$ cat src/rtl/data_bridge_responder.sv
// Responder side of the CPU data bridge: latches one load/store, routes it to one of two
// device windows, and returns data or a bus error (unmapped/timeout). Also syncs ext_int.
module data_bridge_responder #(
  parameter logic [31:0] DEV0_BASE = 32'h0000_0000,
  parameter logic [31:0] DEV0_MASK = 32'hFFFF_C000,
  parameter logic [31:0] DEV1_BASE = 32'h0000_7F00,
  parameter logic [31:0] DEV1_MASK = 32'hFFFF_FFF0,
  parameter int          TIMEOUT   = 15
) (
  input  logic        clk,
  input  logic        rst,
  input  logic        cpu_req,
  input  logic        cpu_we,
  input  logic [31:0] cpu_addr,
  input  logic [3:0]  cpu_be,
  input  logic [31:0] cpu_wdata,
  output logic [31:0] cpu_rdata,
  output logic        cpu_ready,
  output logic        cpu_err,
  output logic [31:0] dev_addr,
  output logic        dev_we,
  output logic [3:0]  dev_be,
  output logic [31:0] dev_wdata,
  output logic        dev0_req,
  output logic        dev1_req,
  input  logic        dev0_ack,
  input  logic [31:0] dev0_rdata,
  input  logic        dev1_ack,
  input  logic [31:0] dev1_rdata,
  input  logic [5:0]  ext_int,
  output logic [5:0]  hw_int
);

  typedef enum logic [1:0] {IDLE, ACCESS, RESP} state_t;

  localparam logic [7:0] CNT_LAST = 8'(TIMEOUT - 1);

  state_t      state_q, state_d;
  logic        sel_q, sel_d;     // 0 = device 0, 1 = device 1
  logic [7:0]  cnt_q, cnt_d;
  logic [31:0] rdata_q, rdata_d;
  logic        err_q, err_d;
  logic        ld;
  logic        hit0, hit1, ack_sel;
  logic [31:0] rd_sel;
  logic [1:0][5:0] int_sync;

  assign hit0    = (cpu_addr & DEV0_MASK) == DEV0_BASE;
  assign hit1    = (cpu_addr & DEV1_MASK) == DEV1_BASE;
  assign ack_sel = sel_q ? dev1_ack : dev0_ack;
  assign rd_sel  = sel_q ? dev1_rdata : dev0_rdata;

  always_comb begin
    state_d = state_q;
    sel_d   = sel_q;
    cnt_d   = cnt_q;
    rdata_d = rdata_q;
    err_d   = err_q;
    ld      = 1'b0;
    case (state_q)
      IDLE: if (cpu_req) begin
        ld    = 1'b1;
        cnt_d = '0;
        if (hit0) begin
          sel_d   = 1'b0;
          state_d = ACCESS;
        end else if (hit1) begin
          sel_d   = 1'b1;
          state_d = ACCESS;
        end else begin
          err_d   = 1'b1;
          rdata_d = '0;
          state_d = RESP;
        end
      end
      ACCESS: begin
        // ack takes precedence over an expiring counter in the same cycle
        if (ack_sel) begin
          err_d   = 1'b0;
          rdata_d = dev_we ? '0 : rd_sel;
          state_d = RESP;
        end else if (cnt_q == CNT_LAST) begin
          err_d   = 1'b1;
          rdata_d = '0;
          state_d = RESP;
        end else begin
          cnt_d = cnt_q + 8'd1;
        end
      end
      RESP:    state_d = IDLE;
      default: state_d = IDLE;
    endcase
  end

  always_ff @(posedge clk or negedge rst) begin
    if (!rst) begin
      state_q   <= IDLE;
      sel_q     <= 1'b0;
      cnt_q     <= '0;
      rdata_q   <= '0;
      err_q     <= 1'b0;
      dev_addr  <= '0;
      dev_we    <= 1'b0;
      dev_be    <= '0;
      dev_wdata <= '0;
      int_sync  <= '0;
    end else begin
      state_q  <= state_d;
      sel_q    <= sel_d;
      cnt_q    <= cnt_d;
      rdata_q  <= rdata_d;
      err_q    <= err_d;
      int_sync <= {int_sync[0], ext_int};
      if (ld) begin
        dev_addr  <= cpu_addr;
        dev_we    <= cpu_we;
        dev_be    <= cpu_be;
        dev_wdata <= cpu_wdata;
      end
    end
  end

  assign dev0_req  = (state_q == ACCESS) && !sel_q;
  assign dev1_req  = (state_q == ACCESS) && sel_q;
  assign cpu_ready = (state_q == RESP);
  assign cpu_err   = cpu_ready && err_q;
  assign cpu_rdata = cpu_ready ? rdata_q : '0;
  assign hw_int    = int_sync[1];

endmodule

$ cat config.mk
export PLATFORM = sky130hd
export DESIGN_NAME = data_bridge_responder
export DESIGN_NICKNAME = d
export VERILOG_FILES = /design/src/rtl/data_bridge_responder.sv
export SDC_FILE = /design/constraint.sdc
export NUM_CORES = 1
export LEC_CHECK = 0
export ABC_AREA = 1
export CAP_MARGIN = 20
export CORE_MARGIN = 10
export CORE_UTILIZATION = 30
export CTS_CLUSTER_DIAMETER = 120
export DETAILED_ROUTE_END_ITERATION = 10
export GPL_TIMING_DRIVEN = 1
export PLACE_DENSITY_LB_ADDON = 0.1
export RECOVER_POWER = 100
export SYNTH_ARGS = -nofsm -noshare
export SYNTH_HDL_FRONTEND = slang
export SYNTH_SLANG_ARGS = --single-unit
$ cat constraint.sdc
create_clock -name clk -period 3.2 [get_ports clk]
set_input_delay 0.96 -clock clk [delete_from_list [all_inputs] [get_ports clk]]
set_output_delay 0.96 -clock clk [all_outputs]
set_load 0.02 [all_outputs]
======== Word level (Yosys, flattened, before mapping) ========
Cells that the tools add are included.
W data, S select, Z words.
cells by class
  eq/ne operators ......................... 10
  reductions and logical operators ........ 12
  muxes and demuxes ....................... 30
  add/subtract/negate cells ............... 1
operator list
  operator                number
  $mux W32                8
  $pmux W32 S2            1
  $logic_not A32 Y1       1
  $eq A28 B11 Y1 const B  1
  $mux W8                 3
  $pmux W8 S2             1
  $mux W1                 10
  $mux W2                 5
  $ne A2 B2 Y1 const B    5
  $add A8 B1 Y8 const B   1
  $eq A8 B4 Y1 const B    1
  $reduce_and A5 Y1       1
  $pmux W2 S2             1
  $reduce_and A4 Y1       1
  $reduce_bool A2 Y1      2
  $logic_and A1 B1 Y1     3
  $ne A3 B3 Y1 const B    1
  $reduce_and A3 Y1       1
  $eq A2 B1 Y1 const B    1
  $eq A2 B2 Y1 const B    1
  $logic_not A2 Y1        1
  $pmux W1 S2             1
  $reduce_and A2 Y1       1
  $logic_not A1 Y1        1
word-level totals
  bits of input ports ..................... 144
  register bits after elaboration ......... 125
  word-level logic and storage cells ...... 64

======== Depth between registers and ports, before layout ========
  depth after elaboration ................. 5
  gate-level depth with buffers ........... 11
  depth with buffers taken out ............ 10

======== Worst setup path before layout ========
No wires, ideal clock.
  path kind ............................... reg2out
  from .................................... register state_q[1]
  to ...................................... output cpu_rdata[0]
  path buffers ............................ 1
  cell stages (with the launch flop) ...... 6
  setup slack ............................. 0.806 ns
  arrival time ............................ 1.434 ns
  path through ............................ dfrtp_1 > inv_2 > nor2_1 > inv_1 > buf_1 > nor2_1
between the ends
  cells in the longest elaborated chain, start to end .. 2
RTL lines
  what                      line  text
  start: declaration        38    state_t state_q, state_d;
  start signal: assignment  108   state_q <= state_d;
  $eq A2 B2 Y1              125   assign cpu_ready = (state_q == RESP);
  net cpu_ready             18    output logic cpu_ready,
  $mux W32                  127   assign cpu_rdata = cpu_ready ? rdata_q : '0;
  end: declaration          17    output logic [31:0] cpu_rdata,
The timed path passes the listed nets, and every way through them passes these cells.

======== Worst setup path after layout ========
  from .................................... register state_q[1]
  to ...................................... output cpu_rdata[5]
between the ends
  cells in the longest elaborated chain, start to end .. 2
RTL lines
  what          line
  $eq A2 B2 Y1  125
  $mux W32      127
Every way passes these cells.

==> out/qor.csv <==
metric,value,unit
outcome,"complete, no violations",
sequential element share of the synthesized area,55.8,%
Mapped Cells,675,
Setup Crit Path Kind,flip-flop to output port,
Tightest Pin Transition,1.27,ns
FMAX,0.326,GHz
root buf cell,clkbuf_16,
count of final hold-check violations,0,
mean cell area of the mapped netlist,8.30,sq um
crit-path max cell delay,0.63,ns
Slew headroom,15.1,%
RSZ-0062 raised after global routing,no,
syn nets,821,
commonest cells in the netlist,"nand2_1 (285), dfrtp_1 (125), nor2_1 (61)",
CP max stage cell,clkdlybuf4s50_1,
Syn. warnings,0,
crit path launch,state_q[1],
Sequential cell area,3130,sq um
global-route wire length before repair,29200,um
share of layout cells above drive strength 1,9.73,%
switching share of total power,27.8,%
Die X,157,um
Gate power share,17.7,%
Final setup viols,0,
drt drc,0,
Static Leak,4.20,nW
CTS tree,built,
antenna-violating nets left,0,
Num CTS Buffers,17,
final setup margin,0.132,ns
Final period util,95.9,%
worst-path fanout max,33,
wire length per cell,16.3,um
io pins,255,
dpl ws,0.330,ns
Worst Hold End,hw_int[4],
NumNets Final,1068,
pwr dens,509,nW/um^2
worst ir drop on vdd,0.358,mV
gr ovfl total,0,
dominant synthesized flop cell,dfrtp_1,
crit path cell chain,inv_2 > nor2_1 > inv_1 > buf_4 > nor2_1 > clkdlybuf4s50_1,
number of global-route vias before repair,5151,
"Cell Area, Synth",5600,sq um
Detail Placement HPWL,13900,um
asr flop ratio synth,100,%
Final Max Slew Viols,0,
Hold/Removal Path Class,flip-flop to flip-flop,
H-tree depth,4,
R2R Setup Slk,0.76,ns
core region area,18100,sq um
clock latency on the worst-skew pair,0.41,ns
number of synthesized flops with an enable pin,0,
clock transition at the registers of the reported paths,0.06,ns
r2r endpoint,rdata_q[6],
Net Switching,1.25,mW
Int Pwr,3.24,mW
sequential share of power,39.3,%
Worst setup SP type,flip-flop,
hold_sp,int_sync[4],
starting density of the core,30.9,%
post-synthesis register bit count,125,
top cell type's share of synthesized area,55.8,%
DRT Pass-1 Iters,4,
largest net degree at the start of global routing,59,
Max Cap Violations,0,
Area Growth Syn to Fin,57.2,%
reg-to-reg startpoint,sel_q,
overall routed net length,19000,um
row cnt,49,
Vias/cell,4.35,
"count leader, synth",nand2_1,
Sink Count,125,
initial antenna violation count,0,
CP required,2.24,ns
routability-driven placement congestion ratio,0.793,
largest area contributor in the netlist,dfrtp_1,
area of the multi-input gates,2060,sq um
Setup TNS Final,0,ns
Filler cells,1812,
Die Span Y,157,um
Synth area leaders,"dfrtp_1 (56%), nand2_1 (19%), o211ai_1 (4.4%), nor2_1 (4.1%), or2_2 (3.9%)",
Port Buffer Count,254,
overall via count from detail_route,5066,
clock buffer depth,2,
clock share of power,42.9,%
FF-to-FF path depth,9,
Tmin final,3.07,ns
post-CTS setup buffers,0,
"most used cell, CP",nor2_1,
CP endpoint kind,output port,
1st-iter DRT viols,174,
hold path cells,0,
Total GRT Usage,15.2,%
cell family with most CP delay,buffers and inverters,
Max Clock Skew,0.0107,ns
Worst Path Buf+Inv,4,
area of the die,24500,sq um
Arrival @ worst endpoint,2.11,ns
post-synthesis cell type count,27,
number of diodes,0,
## worst max-delay path by stage
stage	endpoint	depth (start not counted)
after floorplan	cpu_rdata[0]	5
after detailed placement	rdata_q[16]	10
after CTS	cpu_rdata[25]	6
final	cpu_rdata[5]	6
after global routing	cpu_rdata[1]	6
after global placement	rdata_q[28]	10
## flip-flops by register name, indices dropped and copies added (netlist names)
register,cells
sel_q,1
cnt_q,8
dev_we,1
int_sync,6
dev_wdata,32
rdata_q,32
hw_int,6
dev_addr,32
dev_be,4
state_q,2
err_q,1
## layout by cell type, fill, tap and decap left out, drive strengths merged
cell / instances
dlygate4sd3: 84
o31ai: 1
nor2: 66
nand2: 286
nand4: 3
o211ai: 33
or2: 36
inv: 61
o21ai: 16
ha: 2
clkinv: 5
xor2: 3
clkinvlp: 2
clkdlybuf4s50: 157
dfrtp: 125
bufinv: 2
nand3: 9
buf: 7
nor3: 2
clkbuf: 33
a21oi: 2
## timing repair
item	in CTS	in global routing
endpoints found under the setup margin	0	12
hold endpoints to repair	0	0
gates resized for setup	0	12
hold buffers	0	0
## power groups by stage
stage / sequential (mW) / combinational [mW] / clock, mW
3_3_place_gp: 1.79 / 0.864 / 0
6_report: 1.77 / 0.795 / 1.93
2_1_floorplan: 1.94 / 0.191 / 0
4_1_cts: 1.77 / 0.867 / 1.98
3_5_place_dp: 1.80 / 0.864 / 0
5_1_grt: 1.78 / 0.866 / 2.04
## cell type report
type / instances / area share [%]
inverter: 55 / 2.34
timing repair buffer: 264 / 28.8
tap: 229 / 3.25
sequential: 125 / 35.5
multi-input combinational: 459 / 23.4
clock buffer: 17 / 4.83
clock inverter: 15 / 1.82
## cell families (layout without fill, tap and decap cells)
| logic type | Yosys count | after routing | share of synthesized area (%) |
|---|---|---|---|
| fa+ha+maj | 2 | 2 | 0.447 |
| simple gates | 402 | 402 | 29.7 |
| flops | 125 | 125 | 55.8 |
| xor+xnor | 3 | 3 | 0.469 |
| buf+inv | 91 | 351 | 7.21 |
| compound gates | 52 | 52 | 6.30 |
## stage by stage
step / utilization (%) / instance area (sq um) / cells / hold WS, ns / power [mW]
global route: 48.5 / 8810 / 1164 / 0.361 / 4.69
detailed placement: 46.0 / 8350 / 1132 / 0.336 / 2.66
finish: 48.5 / 8810 / 1164 / 0.348 / 4.49
floorplan: - / 5600 / 675 / 0.331 / 2.13
global placement: 46.0 / 8350 / 1132 / 0.332 / 2.66
CTS: 49.2 / 8930 / 1164 / 0.349 / 4.62
## routing by layer
metal  vias up  global-route usage, %  routed length (um)
met5         -                      0                   0
met4         0                   4.49                 215
met1      2295                   18.4                8430
met3        12                   9.16                2460
li1       2566                      -                   -
met2       193                   22.1                7880
Power figures use the tool's default switching activity.
